**src/rtl/uart_cadru_timp.sv**
```systemverilog
// uart_cadru_timp -- ASCII time-set frame parser.
//
// Turns frames of the form  'T' H1 H0 ':' M1 M0 TERM  (TERM = CR or LF),
// delivered one byte per rx_valid strobe by the UART receiver, into binary
// hours/minutes for the time counter's load path.
//
// Ports:
//   clock     in   system clock, rising edge
//   reset     in   asynchronous, active-low reset
//   rx_data   in   [7:0] received byte, qualified by rx_valid
//   rx_valid  in   one-cycle strobe per received byte
//   ore       out  [4:0] last accepted hours (0..23), registered
//   minute    out  [5:0] last accepted minutes (0..59), registered
//   load      out  one-cycle pulse when ore/minute take a new value
//   err       out  one-cycle pulse on a rejected frame or inter-byte timeout
module uart_cadru_timp #(
    parameter int TIMEOUT_CYCLES = 50_000_000,
    parameter int TMR_W          = 26
) (
    input  logic       clock,
    input  logic       reset,
    input  logic [7:0] rx_data,
    input  logic       rx_valid,
    output logic [4:0] ore,
    output logic [5:0] minute,
    output logic       load,
    output logic       err
);

    typedef enum logic [2:0] {
        S_IDLE,
        S_H1,
        S_H0,
        S_COL,
        S_M1,
        S_M0,
        S_END
    } state_t;

    localparam logic [7:0] CH_T   = 8'h54;
    localparam logic [7:0] CH_COL = 8'h3A;
    localparam logic [7:0] CH_CR  = 8'h0D;
    localparam logic [7:0] CH_LF  = 8'h0A;

    state_t           state_q, state_d;
    logic [TMR_W-1:0] timer_q, timer_d;
    logic [3:0]       h1_q, h1_d, h0_q, h0_d, m1_q, m1_d, m0_q, m0_d;
    logic [4:0]       ore_d;
    logic [5:0]       minute_d;
    logic             load_d, err_d;

    logic [3:0] digit;
    logic       is_digit;
    logic       is_t;
    logic       timeout;
    logic       bad;
    logic [5:0] hours_try;

    // x10 as shift-and-add; widest operand here is 5*10+9 = 59, fits 6 bits.
    function automatic logic [5:0] x10(input logic [3:0] d);
        x10 = ({2'b00, d} << 3) + ({2'b00, d} << 1);
    endfunction

    assign digit     = 4'(rx_data - 8'h30);
    assign is_digit  = (rx_data >= 8'h30) && (rx_data <= 8'h39);
    assign is_t      = (rx_data == CH_T);
    // Candidate hour value while sitting in S_H0; h1 <= 2 so 29 max, no overflow.
    assign hours_try = x10(h1_q) + {2'b00, digit};
    // A byte arriving in the terminal timer cycle wins over the timeout.
    assign timeout   = (state_q != S_IDLE) && !rx_valid &&
                       (timer_q == TMR_W'(TIMEOUT_CYCLES - 1));

    always_comb begin
        state_d  = state_q;
        h1_d     = h1_q;
        h0_d     = h0_q;
        m1_d     = m1_q;
        m0_d     = m0_q;
        ore_d    = ore;
        minute_d = minute;
        load_d   = 1'b0;
        err_d    = 1'b0;
        bad      = 1'b0;

        if (rx_valid) begin
            case (state_q)
                S_IDLE: if (is_t) state_d = S_H1;
                S_H1: begin
                    if (rx_data inside {[8'h30:8'h32]}) begin
                        h1_d    = digit;
                        state_d = S_H0;
                    end else bad = 1'b1;
                end
                S_H0: begin
                    if (is_digit && hours_try <= 6'd23) begin
                        h0_d    = digit;
                        state_d = S_COL;
                    end else bad = 1'b1;
                end
                S_COL: begin
                    if (rx_data == CH_COL) state_d = S_M1;
                    else bad = 1'b1;
                end
                S_M1: begin
                    if (rx_data inside {[8'h30:8'h35]}) begin
                        m1_d    = digit;
                        state_d = S_M0;
                    end else bad = 1'b1;
                end
                S_M0: begin
                    if (is_digit) begin
                        m0_d    = digit;
                        state_d = S_END;
                    end else bad = 1'b1;
                end
                S_END: begin
                    if (rx_data == CH_CR || rx_data == CH_LF) begin
                        state_d  = S_IDLE;
                        load_d   = 1'b1;
                        ore_d    = 5'(x10(h1_q) + {2'b00, h0_q});
                        minute_d = x10(m1_q) + {2'b00, m0_q};
                    end else bad = 1'b1;
                end
                default: state_d = S_IDLE;
            endcase

            // A stray 'T' is most likely the start of a fresh frame: resync on it.
            if (bad) begin
                err_d   = 1'b1;
                state_d = is_t ? S_H1 : S_IDLE;
            end
        end else if (timeout) begin
            state_d = S_IDLE;
            err_d   = 1'b1;
        end

        if (rx_valid || state_q == S_IDLE || timeout) timer_d = '0;
        else                                          timer_d = timer_q + 1'b1;
    end

    always_ff @(posedge clock or negedge reset) begin
        if (!reset) begin
            state_q <= S_IDLE;
            timer_q <= '0;
            h1_q    <= '0;
            h0_q    <= '0;
            m1_q    <= '0;
            m0_q    <= '0;
            ore     <= '0;
            minute  <= '0;
            load    <= 1'b0;
            err     <= 1'b0;
        end else begin
            state_q <= state_d;
            timer_q <= timer_d;
            h1_q    <= h1_d;
            h0_q    <= h0_d;
            m1_q    <= m1_d;
            m0_q    <= m0_d;
            ore     <= ore_d;
            minute  <= minute_d;
            load    <= load_d;
            err     <= err_d;
        end
    end

endmodule

```
**config.mk**
```make
export PLATFORM = sky130hd
export DESIGN_NAME = uart_cadru_timp
export DESIGN_NICKNAME = d
export VERILOG_FILES = /design/src/rtl/uart_cadru_timp.sv
export SDC_FILE = /design/constraint.sdc
export NUM_CORES = 1
export LEC_CHECK = 0
export ABC_AREA = 1
export CELL_PAD_IN_SITES_DETAIL_PLACEMENT = 1
export CELL_PAD_IN_SITES_GLOBAL_PLACEMENT = 1
export CORE_MARGIN = 2
export CORE_UTILIZATION = 44
export DETAILED_ROUTE_END_ITERATION = 10
export GPL_ROUTABILITY_DRIVEN = 0
export PLACE_DENSITY = 0.89
export SLEW_MARGIN = 30
export SYNTH_ARGS = -nofsm -noshare
export SYNTH_HDL_FRONTEND = slang
export SYNTH_SLANG_ARGS = --single-unit
```
**constraint.sdc**
```tcl
create_clock -name clock -period 2.4 [get_ports clock]
set_input_delay 0.6 -clock clock [delete_from_list [all_inputs] [get_ports clock]]
set_output_delay 0.6 -clock clock [all_outputs]
set_load 0.01 [all_outputs]
```
## Yosys cells after proc, flatten, opt, wreduce, memory -nomap -nowiden

Cells that the tools add are included.

- Add/subtract/negate cells: 7
- $lt $le $gt $ge: 5
- Equality and inequality tests: 18
- Mux-type cells: 27
- Reductions and logical operators: 19

Operators with widths:

| operator | number |
|---|---|
| 2-to-1 mux 3 bit | 10 |
| inequality test 4 bit (second input constant) | 7 |
| adder 26 x 1 -> 26 bit (second input constant) | 1 |
| equality test 26 bit (second input constant) | 1 |
| 2-to-1 mux 26 bit | 1 |
| less-or-equal comparator 8 x 6 -> 1 bit (second input constant) | 3 |
| case mux 3 bit (7 select lines) | 1 |
| equality test 8 x 4 -> 1 bit (second input constant) | 2 |
| AND reduction 3 bit | 5 |
| 2-to-1 mux 1 bit | 14 |
| adder 6 x 4 -> 6 bit | 2 |
| adder 6 x 5 -> 6 bit | 2 |
| equality test 3 bit (second input constant) | 3 |
| equality test 8 x 6 -> 1 bit (second input constant) | 1 |
| equality test 8 x 7 -> 1 bit (second input constant) | 1 |
| >= comparator 8 x 6 -> 1 bit (second input constant) | 1 |
| AND reduction 8 bit | 1 |
| equality test 3 x 2 -> 1 bit (second input constant) | 2 |
| less-or-equal comparator 6 x 5 -> 1 bit (second input constant) | 1 |
| logical AND 1 bit | 6 |
| case mux 1 bit (6 select lines) | 1 |
| adder 5 x 4 -> 5 bit | 1 |
| subtractor 4 x 1 -> 4 bit (second input constant) | 1 |
| equality test 3 x 1 -> 1 bit (second input constant) | 1 |
| 5 further kinds | 7 |

- Bits in registers: 58
- Input port bits: 11
- Output and inout port bits: 13
- Word-level logic and storage cells: 86

## Depth between registers and ports, before layout

Gate-level depths: netlist of run 1.

- Depth in word-level cells: 9
- Mapped depth: 17
- Mapped depth without buffers: 17

## Worst setup path before layout of run 1

Ideal clock, no wire load.

- Path type: input-to-reg
- From: input port rx_data[1]
- To: register h0_q[1]
- Setup time: 119 ps
- Arrival: 2,020 ps
- Data required time: 2,281 ps
- Setup slack: 261 ps
- Cell stages on the path: 11
- Path buffers: 0
- Cells stage by stage: ha_1 > inv_1 > fa_1 > nand3b_1 > nand3_1 > nand2_1 > nor2_1 > nand2_1 > nor3_4 > nand2_1 > o21a_1

- Word-level cells in the longest chain between the ends: 5
- Elaborated cells between the ends (all ways): 8
- Classes of those cells: 2 x add/sub; 3 x order compare; 3 x reduce/logical

RTL lines:

| what | line | RTL |
|---|---|---|
| start, declared | 22 | `input logic [7:0] rx_data,` |
| subtractor 4 x 1 -> 4 bit | 64 | `assign digit = 4'(rx_data - 8'h30);` |
| adder 6 x 4 -> 6 bit | 68 | `assign hours_try = x10(h1_q) + {2'b00, digit};` |
| less-or-equal comparator 6 x 5 -> 1 bit | 95 | `if (is_digit && hours_try <= 6'd23) begin` |
| logical AND 1 bit | 95 |  |
| AND reduction 3 bit (no line) | - |  |
| end signal, assigned | 146 | `h0_q <= '0;` |
| end signal, assigned | 157 | `h0_q <= h0_d;` |
| end, declared | 47 | `logic [3:0] h1_q, h1_d, h0_q, h0_d, m1_q, m1_d, m0_q, m0_d;` |

Several ways; a longest one is shown, not always the timed one.
A chain may end at the register's enable or synchronous reset.

## Final worst setup path of run 1

- From: register h1_q[0]
- To: register h0_q[1]

- Word-level cells in the longest chain between the ends: 5

RTL lines:

| what | line | RTL |
|---|---|---|
| start, declared | 47 |  |
| start signal, assigned | 145 | `h1_q <= '0;` |
| start signal, assigned | 156 | `h1_q <= h1_d;` |
| adder 6 x 5 -> 6 bit | - |  |
| adder 6 x 4 -> 6 bit | 68 |  |
| less-or-equal comparator 6 x 5 -> 1 bit | 95 |  |
| logical AND 1 bit | 95 |  |
| AND reduction 3 bit (no line) | - |  |

Every way passes these cells.

==> metrics.log, run 1 <==
[metrics] wire length of the first global-routing pass: approximately 16000 um
[metrics] Reg area: 1453 um^2
[metrics] Max stage delay cell, worst path: sky130_fd_sc_hd__fa_1
[metrics] maximum vdd ir drop: around 0.3 mV
[metrics] core area: between 7000 and 8000 um^2
[metrics] maximum number of pins on one net before global-route repair: 35
[metrics] RSZ-0062 raised after global routing: yes
[metrics] required arrival time at the worst endpoint: 2610 ps
[metrics] Top cell by count, worst path: sky130_fd_sc_hd__nand2_1
[metrics] net switching power figure: around 0.00096 W
[metrics] number of global-route vias before repair: about 3400
[metrics] most used flip-flop cell after synthesis: sky130_fd_sc_hd__dfrtp_1
[metrics] worst setup timing slack at the placement stage: -433.3 ps
[metrics] share of flip-flops with an asynchronous set or reset: 1.000
[metrics] Arr. time, crit path: 2510 ps
[metrics] Post-Synthesis Net Count: 461
[metrics] critical path class: register to register
[metrics] overall via count from detail_route: ~3200
[metrics] Max Clk Rate: roughly 440 MHz
[metrics] estimated wirelength of the detail-placed design: roughly 7200 um
[metrics] Setup-failing EPs final: 0
[metrics] Fillers: approximately 960
[metrics] number of hold-slack violations in the final timing report: 0
[metrics] count of port buffers added during placement: 23
[metrics] Tightest Hold Check Type: input pin to asynchronous set/reset pin
[metrics] total CTS buffers: 9
[metrics] Clock Sink Count: just under 60
[metrics] ratio of routed vias to standard cells: about 5.4
[metrics] final worst slack: between 100 and 150 ps
[metrics] Hold-fix buffers, CTS: 0
[metrics] commonest cells after routing, fill and taps aside: sky130_fd_sc_hd__nand2_1 (111), sky130_fd_sc_hd__dfrtp_1 (57), sky130_fd_sc_hd__inv_1 (52), sky130_fd_sc_hd__nor2_1 (38)
[metrics] full die area: 8609 um^2
[metrics] post-route cell area: about 4100 um^2
[metrics] chip height: between 90 and 100 um
[metrics] Gate Count Post-Synth: 430
[metrics] internal power: between 0.0015 and 0.002 W
[metrics] footprint of the multi-input gates: 1792 um^2
[metrics] Yosys Warn Count: 0
[metrics] Pwr Density: 637.0 nW/um^2
[metrics] worst hold-check slack: between 200 and 300 ps
[metrics] number of antenna-violating nets in the routed design: 0
[metrics] mean area per synthesized cell: approximately 8.1 um^2
[metrics] number of remaining DRC errors: 0
[metrics] CTS tree: yes
[metrics] Root Buffer Master: sky130_fd_sc_hd__clkbuf_8
[metrics] initial standard-cell utilization of the core: 0.4512
[metrics] switching share of power: 0.3644
[metrics] post-layout minimum cycle time: 2291 ps
[metrics] fraction of power consumed by combinational cells: 0.283
[metrics] number of antenna violations at the first check in global routing: 0
[metrics] largest family of logic cells by synthesized area: simple AND/OR/NAND/NOR gates
[metrics] number of library cell types mapped by synthesis: 39
[metrics] post-synthesis register bit count: between 50 and 60
[metrics] Slew headroom: 0.5917
[metrics] maximum number of buffers from clock root to sink: 2
[metrics] skew final: 9.171 ps
[metrics] post-synthesis share of cell area spent on and, or, nand and nor gates: 0.2991
[metrics] Global Route Usage Sum: 0.2397
[metrics] Crit. End Element: register
[metrics] dominant cell type by area after synthesis: sky130_fd_sc_hd__dfrtp_1
[metrics] post-route fraction of the period consumed by the critical path: 0.9544
[metrics] ordered list of cells on the worst path: ha_4, inv_2, fa_1, inv_2, nand2_1, nand2_1, nand2_1, nand2_1, nor2_1, nand2_1, nor3_4, nand2_1, o21a_1
[metrics] total grt overflow: 0
[metrics] total power: approximately 0.0026 W
[metrics] starting DRC count in detailed routing: about 110
[metrics] EDFF count, synth: 0
[metrics] number of max-slew violations in the final report: 0
[metrics] post-layout net count: around 510
[metrics] cell types with the largest area share after synthesis: sky130_fd_sc_hd__dfrtp_1 (42%), sky130_fd_sc_hd__nand2_1 (12%), sky130_fd_sc_hd__inv_1 (6.0%), sky130_fd_sc_hd__ha_1 (5.4%), sky130_fd_sc_hd__nor2_1 (4.2%)
[metrics] total wire length: approximately 9600 um
[metrics] combined area of all synthesized cells: between 3000 and 4000 um^2
[metrics] n_diodes: 0
[metrics] fraction of synthesized area in multiplexers: 0.005772
[metrics] result of the run: finished, final reports clean
[metrics] commonest non-fill, non-tap cell in the layout: sky130_fd_sc_hd__nand2_1
[metrics] Initial DRT Pass Iterations: 4
[metrics] Leakage: around 1.9 nW
[metrics] count of maximum capacitance violations: 0
[metrics] width of the chip: between 90 and 100 um
[metrics] clock latency on the worst-skew pair: about 330 ps
[metrics] clock-pin slew of the registers on the worst-case setup and hold paths: 70 ps
[metrics] share of total power in the clock network: 0.291
[metrics] top-level I/O count: 24
[metrics] maximum single-stage delay on the critical path: 550 ps
[metrics] number of H-tree levels: 3
[metrics] maximum net fanout on the critical path: 8
[metrics] part of the power in registers: 0.427
[metrics] DR WL/cell: between 15 and 20 um
[metrics] number of cell rows: 32
[metrics] startpoint types: register
[metrics] synthesis-to-layout area growth: 19.16%
[metrics] transition time at the pin with the least slew margin: 612.4 ps
[metrics] post-synth top area share: 0.4185
[metrics] xor and xnor area share after synthesis: 0.03788
[metrics] fraction of final layout cells sized beyond drive strength 1: 0.1325
[metrics] adder-cell share of the synthesized area: 0.08297
[metrics] portion of the post-synthesis area used by sequential elements: 0.4185
[metrics] dpl cell area: about 4000 um^2
[metrics] Synth Area in Compound Gates: 0.08442
## through the flow
step / cells / TNS [ps] / util
2_1_floorplan: 430 / 0 / -
3_3_place_gp: 567 / -2168 / 0.5119
3_5_place_dp: 567 / -3218 / 0.5119
4_1_cts: 583 / 0 / 0.5334
5_1_grt: 585 / -117.2 / 0.5376
6_report: 585 / 0 / 0.5376
## layout make-up
class,count,area share
Multi-Input combinational cell,310,0.4335
Sequential cell,58,0.3515
Timing Repair Buffer,40,0.09083
Inverter,59,0.05419
Clock buffer,10,0.03088
Tap cell,102,0.03088
Clock inverter,6,0.008174
## logic make-up after synthesis
logic type	after synthesis
compound gates	50
xor+xnor	15
fa+ha+maj	20
buf+inv	62
flops	58
mux	2
simple gates	223
## registers in the layout, summed over array words and instances (netlist names)
name,count
h0_q,4
load,1
err,1
state_q,3
minute,6
m1_q,4
m0_q,4
timer_q,26
h1_q,4
ore,5
## power groups by stage
stage	Combinational, W	Sequential, W	Clock [W]
finish	0.000744	0.00112	0.000766
global placement	0.000657	0.00113	0
global route	0.000846	0.00113	0.000826
detailed placement	0.000715	0.00114	0
floorplan	0.000477	0.00111	0
CTS	0.000721	0.00112	0.000777
## routing by layer
| layer | global-route usage | up-vias | part of all wire |
|---|---|---|---|
| met5 | 0 | - | 0 |
| met4 | 0.07230 | 0 | 0.015 |
| met3 | 0.04068 | 13 | 0.026 |
| met2 | 0.4046 | 56 | 0.51 |
| met1 | 0.3161 | 1597 | 0.45 |
| li1 | - | 1490 | - |
## synthesized netlist by cell type (2+ instances only)
master / number
sky130_fd_sc_hd__inv_2: 3
sky130_fd_sc_hd__inv_1: 55
sky130_fd_sc_hd__nor2_1: 39
sky130_fd_sc_hd__o21a_1: 4
sky130_fd_sc_hd__fa_1: 5
sky130_fd_sc_hd__nand2_2: 4
sky130_fd_sc_hd__nand3_1: 20
sky130_fd_sc_hd__nand2_1: 112
sky130_fd_sc_hd__xor2_1: 7
sky130_fd_sc_hd__o21ai_0: 18
sky130_fd_sc_hd__nor3_4: 4
sky130_fd_sc_hd__dfrtp_1: 58
sky130_fd_sc_hd__nor3_1: 20
sky130_fd_sc_hd__nor4_1: 5
sky130_fd_sc_hd__a21oi_1: 17
sky130_fd_sc_hd__nand4_1: 10
sky130_fd_sc_hd__o21ai_2: 5
sky130_fd_sc_hd__xnor2_1: 8
sky130_fd_sc_hd__mux2i_1: 2
sky130_fd_sc_hd__ha_1: 15
## path summary, 6_finish.rpt
check	startpoint	end	slack [ps]	depth (start not counted)
hold / removal	reset	minute[5]	280	1
setup reg to reg	h1_q[0]	h0_q[1]	110	13
max in group asynchronous	reset	state_q[2]	1520	2
hold reg to reg	ore[1]	ore[1]	480	2
setup / recovery	h1_q[0]	h0_q[1]	110	13
min in group clock	ore[1]	ore[1]	480	2
## worst max-delay path, delay by kind of cell, from the launching register on
| kind | cells | cell delay, ps |
|---|---|---|
| buf+inv | 2 | 90 |
| flops | 1 | 430 |
| compound gates | 1 | 120 |
| simple gates | 8 | 820 |
| fa+ha+maj | 2 | 700 |
## repair_timing
item | in CTS | in global routing
setup endpoints to repair | 8 | 9
buffers inserted | 0 | 2
resized for setup | 5 | 7
pin swaps | 3 | 4
Note: power is estimated with default switching activity, not from simulation.
==> inputs of run 2 (changes only) <==
--- a/config.mk
+++ b/config.mk
@@ -13,6 +13,7 @@
 export DETAILED_ROUTE_END_ITERATION = 10
 export GPL_ROUTABILITY_DRIVEN = 0
 export PLACE_DENSITY = 0.89
+export REMOVE_ABC_BUFFERS = 1
 export SLEW_MARGIN = 30
 export SYNTH_ARGS = -nofsm -noshare
 export SYNTH_HDL_FRONTEND = slang
==> run 2 against run 1 <==
Fmax shrank 3.9%. Count of clock-buffer cells in the layout grew 6. Clock skew down 2.5 ps. Largest cell class unchanged.
==> metrics.log, run 2 (synthesis gave the netlist of run 1 again) <==
[metrics] result of the run: finished, final reports clean
[metrics] Max Clk Rate: 419.7 MHz (-3.9%)
[metrics] switching share of power: 0.3369 (-0.02753)
[metrics] estimated wirelength of the detail-placed design: 7396 um (+2.9%)
[metrics] Leakage: 2.008 nW (+3.6%)
[metrics] Setup Total Neg Slack: 0 ps (unchanged)
[metrics] core area: 7687 um^2 (unchanged)
[metrics] required arrival time at the worst endpoint: 2640 ps (+30 ps)
[metrics] DR WL/cell: 17.17 um (+5.1%)
[metrics] final worst slack: 17.18 ps (-92.22 ps)
[metrics] number of remaining DRC errors: 0 (unchanged)
[metrics] n_diodes: 0 (unchanged)
[metrics] overall via count from detail_route: 3180 (+0.76%)
[metrics] transition time at the pin with the least slew margin: 504.5 ps (-107.9 ps)
[metrics] number of hold-slack violations in the final timing report: 0 (unchanged)
[metrics] Clock Sink Count: 58 (unchanged)
[metrics] RSZ-0062 raised after global routing: yes
[metrics] Tightest Hold Check Type: input pin to asynchronous set/reset pin
[metrics] largest registers: timer_q: 26 flops, minute: 6 flops, ore: 5 flops
[metrics] number of max-slew violations in the final report: 0 (unchanged)
[metrics] worst setup timing slack at the placement stage: -473.6 ps (-40.32 ps)
[metrics] Final Core Density: 0.5537 (+0.01611)
[metrics] Fillers: 959 (+0.31%)
[metrics] Placed Cells: 570 (+0.53%)
[metrics] number of global-route vias before repair: 3508 (+3.1%)
[metrics] clock latency on the worst-skew pair: 350 ps (+20 ps)
[metrics] logic depth of the worst register-to-register path: 13 (unchanged)
[metrics] number of H-tree levels: 3 (unchanged)
[metrics] chip height: 92.79 um (unchanged)
[metrics] number of cell rows: 32 (unchanged)
[metrics] synthesis-to-layout area growth: 22.73%
[metrics] top-level I/O count: 24 (unchanged)
[metrics] Hold-fix buffers, CTS: 0 (unchanged)
[metrics] count of maximum capacitance violations: 0 (unchanged)
[metrics] commonest non-fill, non-tap cell in the layout: sky130_fd_sc_hd__nand2_1
[metrics] Crit. End Element: register
[metrics] Root Buffer Master: sky130_fd_sc_hd__clkbuf_8
[metrics] critical path class: register to register
[metrics] total power: 0.002867 W (+8.9%)
[metrics] internal power: 0.001901 W (+14%)
[metrics] initial standard-cell utilization of the core: 0.4512 (unchanged)
[metrics] flop2flop setup slack: 20 ps (-90 ps)
[metrics] Setup-failing EPs final: 0 (unchanged)
[metrics] commonest cells after routing, fill and taps aside: sky130_fd_sc_hd__nand2_1 (109), sky130_fd_sc_hd__dfrtp_1 (57), sky130_fd_sc_hd__inv_1 (51), sky130_fd_sc_hd__nor2_1 (38), sky130_fd_sc_hd__buf_4 (21)
[metrics] RR Endpoint: h0_q[3]
[metrics] clock-pin slew of the registers on the worst-case setup and hold paths: 70 ps (about the same)
[metrics] total grt overflow: 0 (unchanged)
[metrics] width of the chip: 92.79 um (unchanged)
[metrics] maximum vdd ir drop: 0.3818 mV (+27%)
[metrics] share of total power in the clock network: 0.337 (+0.046)
[metrics] net switching power figure: 0.0009660 W (+0.70%)
[metrics] part of the power in registers: 0.390 (-0.037)
[metrics] number of antenna violations at the first check in global routing: 0 (unchanged)
[metrics] maximum number of pins on one net before global-route repair: 25 (-29%)
[metrics] post-layout net count: 516 (+1.4%)
[metrics] startpoint types: register
[metrics] ratio of routed vias to standard cells: 5.372 (-0.43%)
[metrics] count of port buffers added during placement: 23 (unchanged)
[metrics] starting DRC count in detailed routing: 139 (+22%)
[metrics] r2r startpoint: h1_q[0]
[metrics] CTS tree: yes
[metrics] full die area: 8609 um^2 (unchanged)
[metrics] maximum net fanout on the critical path: 8 (unchanged)
[metrics] wire length of the first global-routing pass: 17160 um (+5.2%)
[metrics] number of antenna-violating nets in the routed design: 0 (unchanged)
[metrics] fraction of power consumed by combinational cells: 0.273 (-0.010)
[metrics] Pwr Density: 673.6 nW/um^2 (+5.8%)
[metrics] fraction of final layout cells sized beyond drive strength 1: 0.1531 (+0.02056)
[metrics] post-route fraction of the period consumed by the critical path: 0.9928 (+0.03843)
[metrics] post-layout minimum cycle time: 2383 ps (+92.22 ps)
[metrics] Initial DRT Pass Iterations: 4 (unchanged)
[metrics] Arr. time, crit path: 2620 ps (+110 ps)
[metrics] post-route non-filler standard cell count: 592 (+1.2%)
[metrics] total wire length: 10170 um (+6.3%)
[metrics] Largest Register: timer_q
[metrics] Global Route Usage Sum: 0.2578 (+0.01818)
[metrics] total CTS buffers: 9 (unchanged)
[metrics] maximum number of buffers from clock root to sink: 2 (unchanged)
[metrics] skew final: 6.717 ps (-2.454 ps)
[metrics] flip-flop count of the largest register, all copies and words added: 26 (unchanged)
[metrics] Slew headroom: 0.6637 (+0.07194)
## run 2: cell types whose count changed in the layout (fill, tap and decap cells not counted), sizes merged
cell,previous run,this run
clkbuf,10,16
dlymetal6s2s,0,1
buf,18,25
dlygate4sd2,2,1
clkinv,6,0
## run 2: worst max-delay path by stage
| stage | start | end | slack [ps] | cells past startpoint |
|---|---|---|---|---|
| floorplan | rx_data[1] | h0_q[1] | 260 | 11 |
| global placement | rx_data[1] | h0_q[3] | -310 | 12 |
| detailed placement | rx_data[1] | h0_q[3] | -470 | 12 |
| CTS | rx_data[2] | h0_q[3] | 2 | 11 |
| global route | h1_q[0] | h0_q[1] | -140 | 13 |
| finish | h1_q[0] | h0_q[3] | 20 | 13 |
## run 2: metrics by stage
step	hold slack, ps	cell area, um^2
floorplan	304.4	3445
global placement	451.8	3958
CTS	226.4	4212
global route	252.7	4257
detailed placement	458.0	3958
finish	216.0	4257
## run 2: cell type report
class | instances | area (um^2) | share of cell area
repair buffers | 47 | 435.4 | 0.1023
inverters | 59 | 224.0 | 0.05262
flip-flops and latches | 58 | 1453 | 0.3413
multi-input cells | 310 | 1797 | 0.4221
well taps | 102 | 127.6 | 0.02998
clock buffers | 16 | 220.2 | 0.05173
## run 2: power by group through the flow
stage	Clock, W	Combinational, W	Sequential (W)
after CTS	0.000978	0.000725	0.00112
after global placement	0	0.000657	0.00113
after floorplan	0	0.000457	0.00112
after global routing	0.00102	0.000872	0.00113
after detailed placement	0	0.000712	0.00114
final	0.000967	0.000784	0.00112
## run 2: layer usage
metal	vias to the layer above	GRT usage	routed length (um)
met5	-	0	0
met2	58	0.4644	5366
met4	0	0.09681	241
met3	19	0.04068	278
met1	1592	0.3084	4281
li1	1511	-	-
## run 2: critical path, stage by stage, from the launching register on
cell and delay [ps]:
sky130_fd_sc_hd__dfrtp_1 370, sky130_fd_sc_hd__ha_2 180, sky130_fd_sc_hd__inv_2 30, sky130_fd_sc_hd__fa_1 540, sky130_fd_sc_hd__inv_2 60, sky130_fd_sc_hd__nand3b_1 120
sky130_fd_sc_hd__nand2_1 80, sky130_fd_sc_hd__nand2_1 70, sky130_fd_sc_hd__nand2_1 70, sky130_fd_sc_hd__nor2_2 140, sky130_fd_sc_hd__nand2_2 100, sky130_fd_sc_hd__nor3_4 280
sky130_fd_sc_hd__nand2_1 120, sky130_fd_sc_hd__o21a_1 120
## run 2: timing repair
action | in CTS | in global routing
endpoints found under the setup margin | 6 | 8
buffers inserted | 4 | 2
resized for setup | 4 | 14
gates cloned | 0 | 0
pin swaps | 4 | 10
endpoints found under the hold margin | 0 | 0
